$ cat src/rtl/tick_scheduler.sv
// tick_scheduler: runtime-programmable timebase producing a tick strobe and a square wave
//
// Ports:
//   clk_in     system clock (50 MHz)
//   rst        asynchronous active-high reset
//   cfg_valid  configuration offer; accepted while cfg_ready is high
//   cfg_ready  high in IDLE only
//   cfg_div    cycles per tick (0 is stored as 1)
//   cfg_burst  ticks per run (0 = run until stop)
//   start      begin a run (sampled in IDLE)
//   stop       abort a run
//   pause      freeze the run (present only with TICK_SCHED_PAUSE_EN)
//   tick       one-cycle registered strobe
//   clk_out    registered square wave, toggles on every tick
//   busy       high while a run is active
//   done       one-cycle pulse on the final tick of a finite burst
//
// Optional feature: define TICK_SCHED_PAUSE_EN to add the pause input and PAUSED state.
module tick_scheduler #(
    parameter int unsigned CNT_W         = 25,
    parameter int unsigned DEFAULT_DIV   = 25000000,
    parameter int unsigned DEFAULT_BURST = 0
) (
    input  logic             clk_in,
    input  logic             rst,
    input  logic             cfg_valid,
    output logic             cfg_ready,
    input  logic [CNT_W-1:0] cfg_div,
    input  logic [7:0]       cfg_burst,
    input  logic             start,
    input  logic             stop,
`ifdef TICK_SCHED_PAUSE_EN
    input  logic             pause,
`endif
    output logic             tick,
    output logic             clk_out,
    output logic             busy,
    output logic             done
);
`ifdef TICK_SCHED_PAUSE_EN
    typedef enum logic [1:0] {IDLE, RUN, PAUSED} state_t;
`else
    typedef enum logic {IDLE, RUN} state_t;
`endif

    localparam logic [CNT_W-1:0] RST_DIV   = (DEFAULT_DIV == 0) ? CNT_W'(1) : CNT_W'(DEFAULT_DIV);
    localparam logic [7:0]       RST_BURST = 8'(DEFAULT_BURST);

    state_t           state_q, state_d;
    logic [CNT_W-1:0] cnt_q, cnt_d;
    logic [CNT_W-1:0] div_q, div_d;
    logic [7:0]       bcnt_q, bcnt_d;
    logic [7:0]       burst_q, burst_d;
    logic             tick_q, tick_d;
    logic             clk_out_q, clk_out_d;
    logic             done_q, done_d;
    logic             wrap;
    logic             last;

    // div_q is never 0, so div_q-1 cannot underflow and the counter clears before it overflows
    assign wrap = cnt_q == div_q - CNT_W'(1);
    assign last = burst_q != 8'd0 && bcnt_q + 8'd1 == burst_q;

    always_comb begin
        state_d   = state_q;
        cnt_d     = cnt_q;
        div_d     = div_q;
        bcnt_d    = bcnt_q;
        burst_d   = burst_q;
        tick_d    = 1'b0;
        clk_out_d = clk_out_q;
        done_d    = 1'b0;
        if (state_q == IDLE) begin
            if (cfg_valid) begin
                div_d   = cfg_div == '0 ? CNT_W'(1) : cfg_div;
                burst_d = cfg_burst;
            end
            if (start && !stop) begin
                state_d = RUN;
                cnt_d   = '0;
                bcnt_d  = '0;
            end
        end else if (stop) begin
            state_d   = IDLE;
            cnt_d     = '0;
            clk_out_d = 1'b0;
        end
`ifdef TICK_SCHED_PAUSE_EN
        else if (pause) begin
            state_d = PAUSED;
        end
`endif
        else begin
            // a paused run resumes counting on the same edge it leaves PAUSED
            state_d = RUN;
            if (wrap) begin
                cnt_d     = '0;
                tick_d    = 1'b1;
                clk_out_d = ~clk_out_q;
                bcnt_d    = bcnt_q == 8'hff ? bcnt_q : bcnt_q + 8'd1;
                if (last) begin
                    done_d  = 1'b1;
                    state_d = IDLE;
                end
            end else begin
                cnt_d = cnt_q + CNT_W'(1);
            end
        end
    end

    always_ff @(posedge clk_in or posedge rst) begin
        if (rst) begin
            state_q   <= IDLE;
            cnt_q     <= '0;
            div_q     <= RST_DIV;
            bcnt_q    <= '0;
            burst_q   <= RST_BURST;
            tick_q    <= 1'b0;
            clk_out_q <= 1'b0;
            done_q    <= 1'b0;
        end else begin
            state_q   <= state_d;
            cnt_q     <= cnt_d;
            div_q     <= div_d;
            bcnt_q    <= bcnt_d;
            burst_q   <= burst_d;
            tick_q    <= tick_d;
            clk_out_q <= clk_out_d;
            done_q    <= done_d;
        end
    end

    assign cfg_ready = state_q == IDLE;
    assign busy      = state_q != IDLE;
    assign tick      = tick_q;
    assign clk_out   = clk_out_q;
    assign done      = done_q;
endmodule

$ cat config.mk
export PLATFORM = sky130hd
export DESIGN_NAME = tick_scheduler
export DESIGN_NICKNAME = d
export VERILOG_FILES = /design/src/rtl/tick_scheduler.sv
export SDC_FILE = /design/constraint.sdc
export NUM_CORES = 1
export LEC_CHECK = 0
export ABC_AREA = 1
export BUFFER_PORTS_ARGS = -buffer_cell sky130_fd_sc_hd__buf_4
export CORE_MARGIN = 1.5
export CORE_UTILIZATION = 45
export DETAILED_ROUTE_END_ITERATION = 6
export HOLD_SLACK_MARGIN = 0.12
export PLACE_DENSITY = 0.71
export SYNTH_ARGS = -nofsm -noshare
export SYNTH_HDL_FRONTEND = slang
export SYNTH_SLANG_ARGS = --single-unit
$ cat constraint.sdc
create_clock -name clk_in -period 2.3 [get_ports clk_in]
set_clock_uncertainty 0.1 [all_clocks]
set_input_delay 0.23 -clock clk_in [delete_from_list [all_inputs] [get_ports clk_in]]
set_output_delay 0.23 -clock clk_in [all_outputs]
set_load 0.02 [all_outputs]
==> results of run 1 <==
[power groups by stage]
| stage | Sequential [mW] | Combinational (mW) | Clock, mW |
|---|---|---|---|
| 2_1_floorplan | 1.50 | 0.681 | 0 |
| 3_3_place_gp | 1.53 | 1.06 | 0 |
| 3_5_place_dp | 1.53 | 1.08 | 0 |
| 4_1_cts | 1.51 | 1.19 | 1.68 |
| 5_1_grt | 1.54 | 1.42 | 1.75 |
| 6_report | 1.53 | 1.30 | 1.67 |
[registers in the layout, indices dropped and copies added, names as in the netlist]
| register | flops |
|---|---|
| bcnt_q | 8 |
| burst_q | 8 |
| busy | 1 |
| clk_out | 1 |
| cnt_q | 25 |
| div_q | 25 |
| done | 1 |
| tick | 1 |
[worst paths after layout]
kind	depth (start not counted)	to	startpoint
setup / recovery	14	cnt_q[11]$_DFFE_PP0P_	div_q[0]$_DFFE_PP0P_
hold / removal	5	cnt_q[21]$_DFFE_PP0P_	start
max in group asynchronous	4	div_q[21]$_DFFE_PP1P_	rst
min in group asynchronous	3	cnt_q[4]$_DFFE_PP0P_	rst
hold reg to reg	2	div_q[20]$_DFFE_PP1P_	div_q[20]$_DFFE_PP1P_
setup reg to reg	14	cnt_q[11]$_DFFE_PP0P_	div_q[0]$_DFFE_PP0P_
[layout by cell type, fill, tap and decap left out, types with 3 or more instances in the layout]
cell type	Yosys	final
nor3_1	11	9
nand4_1	22	22
nor2_4	6	13
o21bai_1	5	5
buf_6	1	5
inv_2	0	3
dfrtp_2	0	4
nand3_4	1	3
nand2_1	190	186
dfrtp_1	58	54
o21ai_0	26	24
nand3_2	4	6
mux2_2	14	14
xnor2_1	14	12
or2_2	3	3
o22ai_1	5	5
nor2_1	85	73
inv_1	89	86
buf_4	0	105
a21oi_1	13	12
clkbuf_16	0	9
buf_12	1	4
xor2_1	34	34
bufinv_16	0	3
nor3_2	1	3
dfstp_2	12	12
nand3b_1	4	4
o22ai_2	10	10
dlygate4sd3_1	0	36
nand2_2	3	5
nand3_1	60	56
nor2_2	7	13
nor4_1	9	9
[final cells by class]
cell class              instances  area (sq um)
multi-input cells             540          3119
clock buffers                  10         239.0
inverters                      89         334.1
fillers                       894          3896
repair buffers                150          1285
clock inverters                 6         115.1
flip-flops and latches         70          1772
well taps                     140         175.2
[repair_timing]
item / CTS / global route
hold buffers: 36 / 0
pin swaps: 5 / 13
buffers inserted: 3 / 10
hold endpoints to repair: 49 / 0
endpoints found under the setup margin: 37 / 37
resized for setup: 21 / 33
gates cloned: 1 / 1
[cells by family (layout without fill, tap and decap cells)]
group	count (synthesis)	after routing	share of synthesized area (%)
compound gates	62	62	8.067
xor+xnor	48	48	8.264
fa+ha+maj	3	3	0.7379
buf+inv	103	255	8.067
flops	70	70	34.73
mux	14	14	3.099
simple gates	411	413	37.04
[per-stage QoR]
stage / setup WS (ps) / cells / total power [mW] / utilization, %
6_report: -193.7 / 1005 / 4.492 / 64.37
5_1_grt: -270.9 / 1005 / 4.703 / 64.37
4_1_cts: -36.01 / 994 / 4.384 / 62.37
3_5_place_dp: -227.4 / 938 / 2.614 / 54.73
3_3_place_gp: -181.6 / 938 / 2.589 / 54.73
2_1_floorplan: 43.68 / 711 / 2.184 / -
[routing by layer]
metal	global-route usage, %	vias to the layer above
li1	-	2594
met1	36.18	2618
met2	46.05	250
met3	3.912	53
met4	10.48	0
met5	0	-
[synth_stat cells]
library cell / instances
nand2_4: 1
xor2_1: 34
clkbuf_1: 9
buf_12: 1
and2_1: 2
buf_1: 3
nor2_8: 1
buf_6: 1
nor2_2: 7
nand3_4: 1
dfstp_2: 12
nand2_2: 3
nor3_2: 1
a21oi_1: 13
xnor2_1: 14
nor2_4: 6
inv_1: 89
nor3_1: 11
nand4_1: 22
o211ai_1: 1
nand3_2: 4
nor4_1: 9
o21ai_1: 1
nand2_1: 190
or2_2: 3
nor2_1: 85
nand4_2: 1
ha_1: 3
o2111ai_1: 1
nand3_1: 60
mux2_2: 14
o22ai_2: 10
o21bai_1: 5
nand3b_1: 4
o21ai_0: 26
dfrtp_1: 58
o22ai_1: 5
[worst min-delay path, stage by stage]
cell,delay (ps)
buf_4,90
a21oi_1,80
buf_4,190
nand2_1,60
o21ai_1,50
==> results.yml, run 1 <==
grt:
  grt_overflow: 0
  grt_pass1_wl_mm: 25.34
  grt_pass1_vias: 5213
  grt_use_total_pct: 27.58
  grt_max_degree: 52
  antenna_found_initial: 0
final_layout:
  area_growth_pct: 38.37
  drive_above_1_share_pct: 26.59
  final_area_sq_um: 7039
  fin_nets: 901
  antenna_cells: 0
detailed_routing:
  wl_per_cell_um: 16.20
  dr.max_layer_used: "met4"
  viasPerCell: 5.488
  drt-pass1-iter-count: 5
  drtIter0Drc: 436
  vias: 5515
  ant_nets: 0
  wl_met3_mm: 1.117
  drt-total-wl_mm: 16.28
  drc: 0
  dr_wl_met2_mm: 7.880
  met1_length_mm: 6.741
clocking:
  cts_root_buffer: "clkbuf_16"
  cts_buffers: 9
  cts.htree.levels: 3
  clk_pin_slew_ps: 60
  clock_latency_ps: 340
  cts_num_sinks: 70
  tritoncts: "built"
  ctsLongestPathBuffers: 2
synthesis:
  netlist_area_sq_um: 5087
  synth_top_area_cell: "dfrtp_1"
  syn_avg_cell_area_sq_um: 7.155
  ys_seq_elements: 70
  synth_top_area_share_pct: 28.53
  synth_nets: 752
  yosys_warnings: 0
  ys_seq_area_share_pct: 34.73
  yosys-top-cells-area: "dfrtp_1, nand2_1, inv_1"
  synthesis.instances: 711
  yosysUniqueCellTypes: 37
setup_path:
  worstPathArrival_ps: 2590
  crit_family: "simple AND/OR/NAND/NOR gates"
  cp_data_required_time_ps: 2400
  cp_max_fo: 10
  path_common_cell: "nor2_1"
  startpoint_type: "register"
  crit_path_end_kind: "register"
  path_class: "register to register"
  critPathSlowestCell: "dfrtp_1"
  slowest_delay_ps: 390
  ff2ff_setup_slack_ps: -190
  worstPathCellList: "inv_2, ha_4, xnor2_1, nor2_1, nand3_1, nor2_1, nand2_1, nor2_1, nand2_1, nor2_2, nand3_4, buf_12, nand2_8, o21ai_0"
  path_buf_inv: 2
run_status:
  violations: "setup timing"
  status: "finished with violations"
flow_run:
  max-cap-violations: 0
placement:
  place_area_sq_um: 5984
  portBuffers: 42
  place_congestion: 0.9570
  dp_hpwl_mm: 10.91
sta:
  holdWs_ps: 294.6
  drv_slew: 0
  worstMarginPinSlew_ps: 695.4
  rsz0062_at_grt: "true"
  worst_slack_ps: -193.7
  clock.fmax_mhz: 401.0
  hold_viol: 0
  setup_tns_ps: -4911
  setup_viol: 37
  slew_headroom_pct: 53.59
  period_needed_ps: 2494
  period_share_pct: 108.4
hold_path:
  min_path_type: "input port to register"
floorplanning:
  die_h_um: 109.3
  rows: 38
  ios: 43
  die_w_um: 109.3
  core-area_sq_um: 10940
  die_area_sq_um: 11950
  initial_core_util_pct: 46.52
pwr:
  power_frac_comb_pct: 28.8
  leakage_nw: 3.301
  p_seq_share_pct: 34.0
  swShare_pct: 32.06
  p_clk_share_pct: 37.2
  intPower_mw: 3.052
  p_switching_mw: 1.440
  power.density_nw_per_um2: 638.1
  ir_worst_vdd_mv: 0.3138
(Power assumes the default switching activity.)
==> run 2: changes to the inputs <==
Settings changed: ABC_CLOCK_PERIOD_IN_PS set to 2300, RECOVER_POWER set to 50.
==> run 2 against run 1 <==
Against the previous run:
- the run still ends with setup timing left
- core utilization decreased by 0.25 points
- non-clock buffer count stayed put
- setup slack improved by 11 ps
- fmax rose by 0.46%
- cell count did not move
- largest cell class unchanged
- largest power group unchanged
==> results.yml, run 2 (synthesis results as in run 1) <==
run_status:
  status: "finished with violations"
  violations: "setup timing"
floorplanning:
  die_h_um: 109.3
  ios: 43
  die_w_um: 109.3
  rows: 38
  die_area_sq_um: 11950
  core-area_sq_um: 10940
  initial_core_util_pct: 46.52
final_layout:
  top_regs: "cnt_q: 25 flops, div_q: 25 flops"
  layout_common_cells: "nand2_1, buf_4, inv_1"
  fin_nets: 901
  instances_no_fill: 1005
  final_common_cell: "nand2_1"
  area_growth_pct: 37.83
  drive_above_1_share_pct: 26.01
  antenna_cells: 0
placement:
  pre_cts_slack_ps: -227.4
  place_congestion: 0.9570
  dpl.cell_count: 938
  dp_hpwl_mm: 10.91
  portBuffers: 42
flow_run:
  max-cap-violations: 0
hold_path:
  min_path_type: "input port to register"
  whs_path_depth: 5
grt:
  grt_pass1_vias: 5213
  grt_use_total_pct: 27.58
  grt_max_degree: 52
  grt_overflow: 0
  grt_pass1_wl_mm: 25.34
  antenna_found_initial: 0
clocking:
  cts_num_sinks: 70
  cts.htree.levels: 3
  tritoncts: "built"
  clock_latency_ps: 330
  cts_buffers: 9
  ctsLongestPathBuffers: 2
  clk_pin_slew_ps: 60
  cts_root_buffer: "clkbuf_16"
setup_path:
  slowest_delay_ps: 390
  path_class: "register to register"
  crit_path_end_kind: "register"
  critPathSlowestCell: "dfrtp_1"
  worstPathArrival_ps: 2580
  reg2reg_depth: 14
  worstPathCellList: "inv_2, ha_4, xnor2_1, nor2_1, nand3_1, nor2_1, nand2_1, nor2_1, nand2_1, nor2_2, nand3_4, buf_12, nand2_8, o21ai_0"
  cp_max_fo: 10
  startpoint_type: "register"
  cp_data_required_time_ps: 2400
  path_common_cell: "nor2_1"
sta:
  period_needed_ps: 2482
  period_share_pct: 107.9
  clock.fmax_mhz: 402.8
  rsz0062_at_grt: "true"
  worstMarginPinSlew_ps: 773.3
  worst_slack_ps: -182.4
  drv_slew: 0
  slew_headroom_pct: 48.39
  setup_tns_ps: -4536
  hold_viol: 0
  setup_viol: 37
pwr:
  ir_worst_vdd_mv: 0.3141
  leakage_nw: 3.280
  power.density_nw_per_um2: 639.1
detailed_routing:
  drt-pass1-iter-count: 5
  drc: 0
  ant_nets: 0
  viasPerCell: 5.457
  drtIter0Drc: 469
  vias: 5484
  wl_per_cell_um: 16.11
  drt-total-wl_mm: 16.19
[run 2: critical path, delay by kind of cell (launching register included)]
family                     cells  cell delay, ps
xor gates and xnor gates       1             120
DFF                            1             390
adders and majority gates      1             210
buffers and inverters          2             300
AOI/OAI and AO/OA              1             100
and+or+nand+nor                9            1110
[run 2: power breakdown]
| part | internal [mW] | switching (mW) | total [mW] |
|---|---|---|---|
| clock | 1.10 | 0.574 | 1.67 |
| sequential | 1.38 | 0.151 | 1.53 |
| combinational | 0.573 | 0.711 | 1.28 |
| total | 3.05 | 1.44 | 4.48 |
[run 2: final timing paths]
check	start	endpoint	slack, ps
setup / recovery	div_q[0]$_DFFE_PP0P_	cnt_q[11]$_DFFE_PP0P_	-180
hold / removal	start	cnt_q[24]$_DFFE_PP0P_	300
setup reg to reg	div_q[0]$_DFFE_PP0P_	cnt_q[11]$_DFFE_PP0P_	-180
hold reg to reg	div_q[20]$_DFFE_PP1P_	div_q[20]$_DFFE_PP1P_	420
max in group asynchronous	rst	cnt_q[23]$_DFFE_PP0P_	330
min in group asynchronous	rst	cnt_q[4]$_DFFE_PP0P_	500
[run 2: repair_timing]
action                                 CTS  global route
gates resized for setup                 21            33
endpoints found under the hold margin   49             0
buffers inserted                         3            10
setup endpoints to repair               37            37
cloned                                   1             1
pin swaps                                5            13
hold buffers                            36             0
[run 2: area by class of cell]
class,instances,area (sq um)
fill,904,3924
multi-input combinational,540,3119
sequential,70,1772
timing repair buffer,150,1257
inverter,89,334.1
clock buffer,10,239.0
tap,140,175.2
clock inverter,6,115.1
[run 2: stage by stage]
stage | cell area (sq um) | util (%) | total power [mW] | hold WS [ps]
finish | 7012 | 64.12 | 4.481 | 296.0
global route | 7012 | 64.12 | 4.697 | 324.2
CTS | 6820 | 62.37 | 4.384 | 294.5
detailed placement | 5984 | 54.73 | 2.614 | 169.5
global placement | 5984 | 54.73 | 2.589 | 168.5
floorplan | 5090 | - | 2.184 | 244.5
[run 2: layer usage]
layer	part of all wire [%]	GRT usage [%]
met5	0	0
met2	48	46.05
met4	3.3	10.48
met1	41	36.18
met3	6.9	3.912
